--- src/rtl/fft16_frame_ctrl.sv ---
// Frame sequencer for the 16-point FFT datapath: gathers 16 real samples,
// launches the datapath, and streams the result back in natural bin order.
module fft16_frame_ctrl #(
  parameter int PIPE_LAT = 2,
  parameter int N        = 16
) (
  input  logic              clk,
  input  logic              rst,
  input  logic              in_valid,
  output logic              in_ready,
  input  logic [15:0]       in_data,
  output logic              fft_start,
  output logic [N*32-1:0]   fft_in_bus,
  input  logic [N*32-1:0]   fft_out_bus,
  output logic              out_valid,
  input  logic              out_ready,
  output logic [31:0]       out_data,
  output logic [3:0]        out_idx,
  output logic              frame_done
);

  localparam logic [3:0] LAT = 4'(PIPE_LAT);

  typedef enum logic [1:0] {S_IDLE, S_COLLECT, S_WAIT, S_DRAIN} state_t;

  state_t          state;
  logic [3:0]      cnt;
  logic [3:0]      wcnt;
  logic [N*32-1:0] frame;
  logic [N*32-1:0] out_buf;
  logic [3:0]      next_idx;
  logic            accept;

  function automatic logic [3:0] bitrev4(input logic [3:0] k);
    return {k[0], k[1], k[2], k[3]};
  endfunction

  assign accept     = in_valid && in_ready;
  assign next_idx   = out_idx + 4'd1;
  assign fft_in_bus = frame;
  // Must coincide with the k=15 transfer itself, so it cannot be registered.
  assign frame_done = out_valid && out_ready && (out_idx == 4'd15);

  always_ff @(posedge clk) begin
    if (rst) begin
      state     <= S_IDLE;
      cnt       <= 4'd0;
      wcnt      <= 4'd0;
      in_ready  <= 1'b0;
      fft_start <= 1'b0;
      out_valid <= 1'b0;
      out_idx   <= 4'd0;
      out_data  <= 32'd0;
      frame     <= '0;
      out_buf   <= '0;
    end else begin
      fft_start <= 1'b0;
      case (state)
        S_IDLE, S_COLLECT: begin
          in_ready <= 1'b1;
          if (accept) begin
            frame[{cnt, 5'b0} +: 32] <= {in_data, 16'h0000};
            cnt <= cnt + 4'd1;
            if (cnt == 4'd15) begin
              // cnt wraps to 0 here, ready for the next frame.
              state     <= S_WAIT;
              in_ready  <= 1'b0;
              fft_start <= 1'b1;
              wcnt      <= 4'd0;
            end else begin
              state <= S_COLLECT;
            end
          end
        end
        S_WAIT: begin
          if (wcnt == LAT) begin
            out_buf   <= fft_out_bus;
            out_data  <= fft_out_bus[31:0];
            out_idx   <= 4'd0;
            out_valid <= 1'b1;
            state     <= S_DRAIN;
          end else begin
            wcnt <= wcnt + 4'd1;
          end
        end
        S_DRAIN: begin
          if (out_valid && out_ready) begin
            if (out_idx == 4'd15) begin
              out_valid <= 1'b0;
              out_idx   <= 4'd0;
              out_data  <= 32'd0;
              in_ready  <= 1'b1;
              state     <= S_IDLE;
            end else begin
              // Slot j of the datapath result holds bin bitrev4(j).
              out_idx  <= next_idx;
              out_data <= out_buf[{bitrev4(next_idx), 5'b0} +: 32];
            end
          end
        end
        default: state <= S_IDLE;
      endcase
    end
  end

endmodule

--- config.mk ---
export PLATFORM = sky130hd
export DESIGN_NAME = fft16_frame_ctrl
export DESIGN_NICKNAME = d
export VERILOG_FILES = /design/src/rtl/fft16_frame_ctrl.sv
export SDC_FILE = /design/constraint.sdc
export NUM_CORES = 2
export LEC_CHECK = 0
export BUFFER_PORTS_ARGS = -buffer_cell sky130_fd_sc_hd__buf_2
export CORE_AREA = 5 5 421 423
export CTS_BUF_LIST = sky130_fd_sc_hd__clkbuf_2
export CTS_CLUSTER_SIZE = 16
export DETAILED_ROUTE_END_ITERATION = 12
export DIE_AREA = 0 0 426 428
export PLACE_DENSITY = 0.44
export SETUP_SLACK_MARGIN = 0.02
export SKIP_LAST_GASP = 1
export SLEW_MARGIN = 20
export SYNTH_ARGS = -nofsm -noshare
export SYNTH_HDL_FRONTEND = slang
export SYNTH_SLANG_ARGS = --single-unit
--- constraint.sdc ---
create_clock -name clk -period 4.6 [get_ports clk]
set_clock_uncertainty 0.2 [all_clocks]
set_input_delay 0.23 -clock clk [delete_from_list [all_inputs] [get_ports clk]]
set_output_delay 0.23 -clock clk [all_outputs]
set_load 0.01 [all_outputs]
==> results of run 1 <==
==> cell families after synthesis <==
family / count (synthesis)
mux: 335
flops: 817
simple gates: 1530
buf+inv: 677
fa+ha+maj: 7
xor+xnor: 9
compound gates: 1097
other cells: 1
==> Yosys cell counts (33+ instances only) <==
library cell,number
dfxtp_1,817
clkbuf_1,293
nor2_1,125
buf_4,266
o2111ai_1,46
mux2i_1,241
nand3_1,51
a21oi_1,718
o31ai_1,128
nand2_1,1131
mux2_1,37
nand4_1,134
o21ai_0,33
mux2_2,56
buf_2,106
==> metrics by stage <==
step / cell area (µm²) / setup WS (ns) / cells
2_1_floorplan: 37580 / 2.047 / 4728
3_5_place_dp: 42060 / 0.8433 / 7309
3_3_place_gp: 42060 / 0.9464 / 7309
==> results.cfg, run 1 <==
[outcome]
outcome = stopped before the end
stop_stage = 4_1_cts
stop_error = [ERROR RSZ-0060] Max buffer count reached.

[cts]
cts.path.max_buffers = 3
cts.repair.resized = 0
post_cts_buffers = 0
clock-root-buffer = clkbuf_2
ctsHoldBuffers = 1544
cts.sinks = 817
cts_inserted_buffers = 235
htree_levels = 4

[synth]
synth_top_family_by_area = compound AO/OA/AOI/OAI gates
synth_cell_types = 64
synth.area.top_cells = dfxtp_1 (45%), nand2_1 (12%), a21oi_1 (9.8%)
ys_seq_elements = 817
synth_ff_type = dfxtp_1
synth_adder_area_share_pct = 0.2391
synth_compound_gate_area_share_pct = 17.74
yosys.area.top_type_share_pct = 44.66
synth_edf_count = 0
ys_seq_area_share_pct = 44.66
synth-simple-area-share_pct = 17.54
synthArstFlopShare_pct = 0
synthXorXnorAreaFrac_pct = 0.2562
syn_area_mm2 = 0.03662
syn_avg_cell_area_um2 = 8.188
syn_inst = 4473
synthMuxAreaShare_pct = 9.508
synth_top_cell_by_area = dfxtp_1
ys.warnings.count = 0

[place]
hpwl_mm = 142.5
finalWeightedCongestion = 0.8595
portBuffers = 827

[floorplan]
start_util_pct = 21.16
io_pins = 1084
dieWidth_um = 426
die_h_um = 428
num_rows = 153
==> run 2: changes to the inputs <==
--- a/config.mk
+++ b/config.mk
@@ -6,13 +6,10 @@
 export NUM_CORES = 2
 export LEC_CHECK = 0
 export BUFFER_PORTS_ARGS = -buffer_cell sky130_fd_sc_hd__buf_2
-export CORE_AREA = 5 5 421 423
-export CTS_BUF_LIST = sky130_fd_sc_hd__clkbuf_2
-export CTS_CLUSTER_SIZE = 16
+export CORE_AREA = 5 5 413 415
 export DETAILED_ROUTE_END_ITERATION = 12
-export DIE_AREA = 0 0 426 428
-export PLACE_DENSITY = 0.44
-export SETUP_SLACK_MARGIN = 0.02
+export DIE_AREA = 0 0 418 420
+export PLACE_DENSITY_LB_ADDON = 0.15
 export SKIP_LAST_GASP = 1
 export SLEW_MARGIN = 20
 export SYNTH_ARGS = -nofsm -noshare
==> run 2 against run 1 <==
  * The flow now finishes without violations
  * Area after synthesis stayed put
  * Synthesized cell count unchanged
==> results.cfg, run 2 <==
[floorplan]
coreArea_mm2 = 0.1663
io_pins = 1084
die-area_mm2 = 0.1756
start_util_pct = 22.02
num_rows = 150
dieWidth_um = 418
die_h_um = 420

[synth]
syn_avg_cell_area_um2 = 8.188
syn_area_mm2 = 0.03662
syn_inst = 4473
synth_edf_count = 0
ys.warnings.count = 0
yosys.area.top_type_share_pct = 44.66
synth_top_cells_by_count = nand2_1 (1131), dfxtp_1 (817), a21oi_1 (718)
synth.area.top_cells = dfxtp_1 (45%), nand2_1 (12%), a21oi_1 (9.8%)
synth_top_cell_by_area = dfxtp_1
synthArstFlopShare_pct = 0
ys_seq_area_share_pct = 44.66
synth_cell_types = 64
ys_seq_elements = 817
synth.most_common_cell = nand2_1
synth_ff_type = dfxtp_1

[pwr]
p_seq_share_pct = 41.6
swShare_pct = 25.50
ir_drop_mv = 0.3020
clkPwrFrac_pct = 50.7
switchingPower_uw = 4342
p_int_uw = 12690
power_frac_comb_pct = 7.7
power_density_mw_per_mm2 = 325.7
p_leak_uw = 0.01980

[timing]
setup_viol = 0
rsz0062_at_grt = no
max_clock_freq_mhz = 281.3
maxSlewViolCount = 0
setup-tns-final_ns = 0
hold_viol = 0
max_slew_margin_pct = 23.14
fin_crit_ns = 3.555
hold_ws_ns = 0.07106
fin_crit_sh_pct = 77.28
tightest_slew_ns = 1.153

[critical_path]
regToRegSetupSlack_ns = 1.05
arrival_ns = 3.96
worstSetupStartpoint = cnt[0]
crit_required_ns = 5.01
cp-start-kind = flop
reg2reg_from = cnt[0]
path_max_fanout = 37
crit_type = reg2reg
endpoint_kind = flop

[layout]
regMostFlops = out_buf
syn_to_final_growth_pct = 42.77
n_fill_cell = 17810
layout_common_cells = nand2_1 (1127), buf_2 (828), dfxtp_1 (816), a21oi_1 (718), dlygate4sd3_1 (682)
drive_gt1_share_pct = 20.11
nets = 6299
largest_reg_flops = 512
final_common_cell = nand2_1

[detailed_routing]
drtPass1Iterations = 6
route.vias.total = 37480
routed_wirelength_mm = 195.9
met2_length_mm = 98.36
drc_errors = 0
route.met3.wl_mm = 9.998
highest_layer = met5
vias_per_cell = 4.646
wl_met1_mm = 74.66
wl_per_cell_um = 24.28
drt_iter0_markers = 2639
final_antenna_net_count = 0

[place]
finalWeightedCongestion = 0.8052
portBuffers = 827
hpwl_mm = 137.3

[global_route]
overflow = 0
grt_usage_pct = 21.13
grt_max_degree = 203
grt_pass1_wl_mm = 271.5
grt_pass1_vias = 37530
antenna_found_initial = 53

[cts]
post_cts_buffers = 0
clock-root-buffer = clkbuf_16
cts.sinks = 817
cts_tree = done
cts_inserted_buffers = 104
cts.repair.resized = 0
cts.path.max_buffers = 3
clkSlewWorstSetupHoldPaths_ns = 0.06
htree_levels = 3
clk_latency_ns = 0.78
ctsHoldBuffers = 682

[outcome]
outcome = completed

[worst_hold_path]
hold_path.class = in2reg
hold_start = fft_out_bus[304]

[flow_run]
maxCapViolations = 0
-- run 2: cell counts after synthesis --
Identical to the previous run, type by type.
-- run 2: worst max-delay path, stage by stage, from the launching register on --
cell,delay [ns]
dfxtp_1,0.30
buf_4,0.27
inv_1,0.12
ha_1,0.42
or2_2,0.36
o21ai_1,0.45
a22o_2,0.67
buf_12,0.30
nand4_1,0.12
a21oi_1,0.16
-- run 2: cells by family (layout without fill, tap and decap cells) --
| family | Yosys count | count (layout) | share of synthesized area, % |
|---|---|---|---|
| compound gates | 1097 | 1097 | 17.74 |
| xor+xnor | 9 | 9 | 0.2563 |
| fa+ha+maj | 7 | 7 | 0.2391 |
| buf+inv | 677 | 1797 | 10.05 |
| flops | 817 | 817 | 44.66 |
| mux | 335 | 335 | 9.508 |
| other cells | 1 | 271 | 0.01024 |
| simple gates | 1530 | 1530 | 17.54 |
-- run 2: per-stage QoR --
stage	setup WS (ns)	power (µW)	util, %	std cells	cell area, µm²
after floorplan	2.047	7758	-	4728	37580
after global placement	0.9559	8105	25.13	7173	41800
after detailed placement	1.069	8102	25.15	7176	41820
after CTS	1.008	17290	31.42	8052	52250
after global routing	0.7824	17620	31.44	8063	52280
final	1.045	17030	31.44	8067	52290
-- run 2: power by group through the flow --
stage / logic, µW / registers, µW / clock network (µW)
after floorplan: 508 / 7250 / 0
after global routing: 1390 / 7090 / 9150
after global placement: 861 / 7240 / 0
after detailed placement: 857 / 7240 / 0
after CTS: 1310 / 7090 / 8900
final: 1310 / 7090 / 8630
-- run 2: worst paths after layout --
check,end,cells past startpoint
max,fft_in_bus[336],9
min,out_buf[304],4
max reg2reg,fft_in_bus[336],9
min reg2reg,fft_in_bus[184],2
-- run 2: area by class of cell --
| type | instances | area (µm²) | share of cell area [%] |
|---|---|---|---|
| sequential | 817 | 16360 | 31.29 |
| timing repair buffer | 1595 | 11800 | 22.57 |
| clock inverter | 43 | 624.3 | 1.194 |
| antenna | 15 | 37.54 | 0.07179 |
| tap | 2204 | 2758 | 5.274 |
| multi-input combinational | 3234 | 17700 | 33.85 |
| inverter | 8 | 30.03 | 0.05743 |
| clock buffer | 151 | 2979 | 5.698 |
-- run 2: per-layer routing --
metal	vias to the layer above	global-route usage (%)
met5	-	0
met4	2	12.10
met3	414	3.719
met2	1269	37.77
met1	18240	23.63
li1	17560	-
Note: power is estimated with default switching activity, not from simulation.
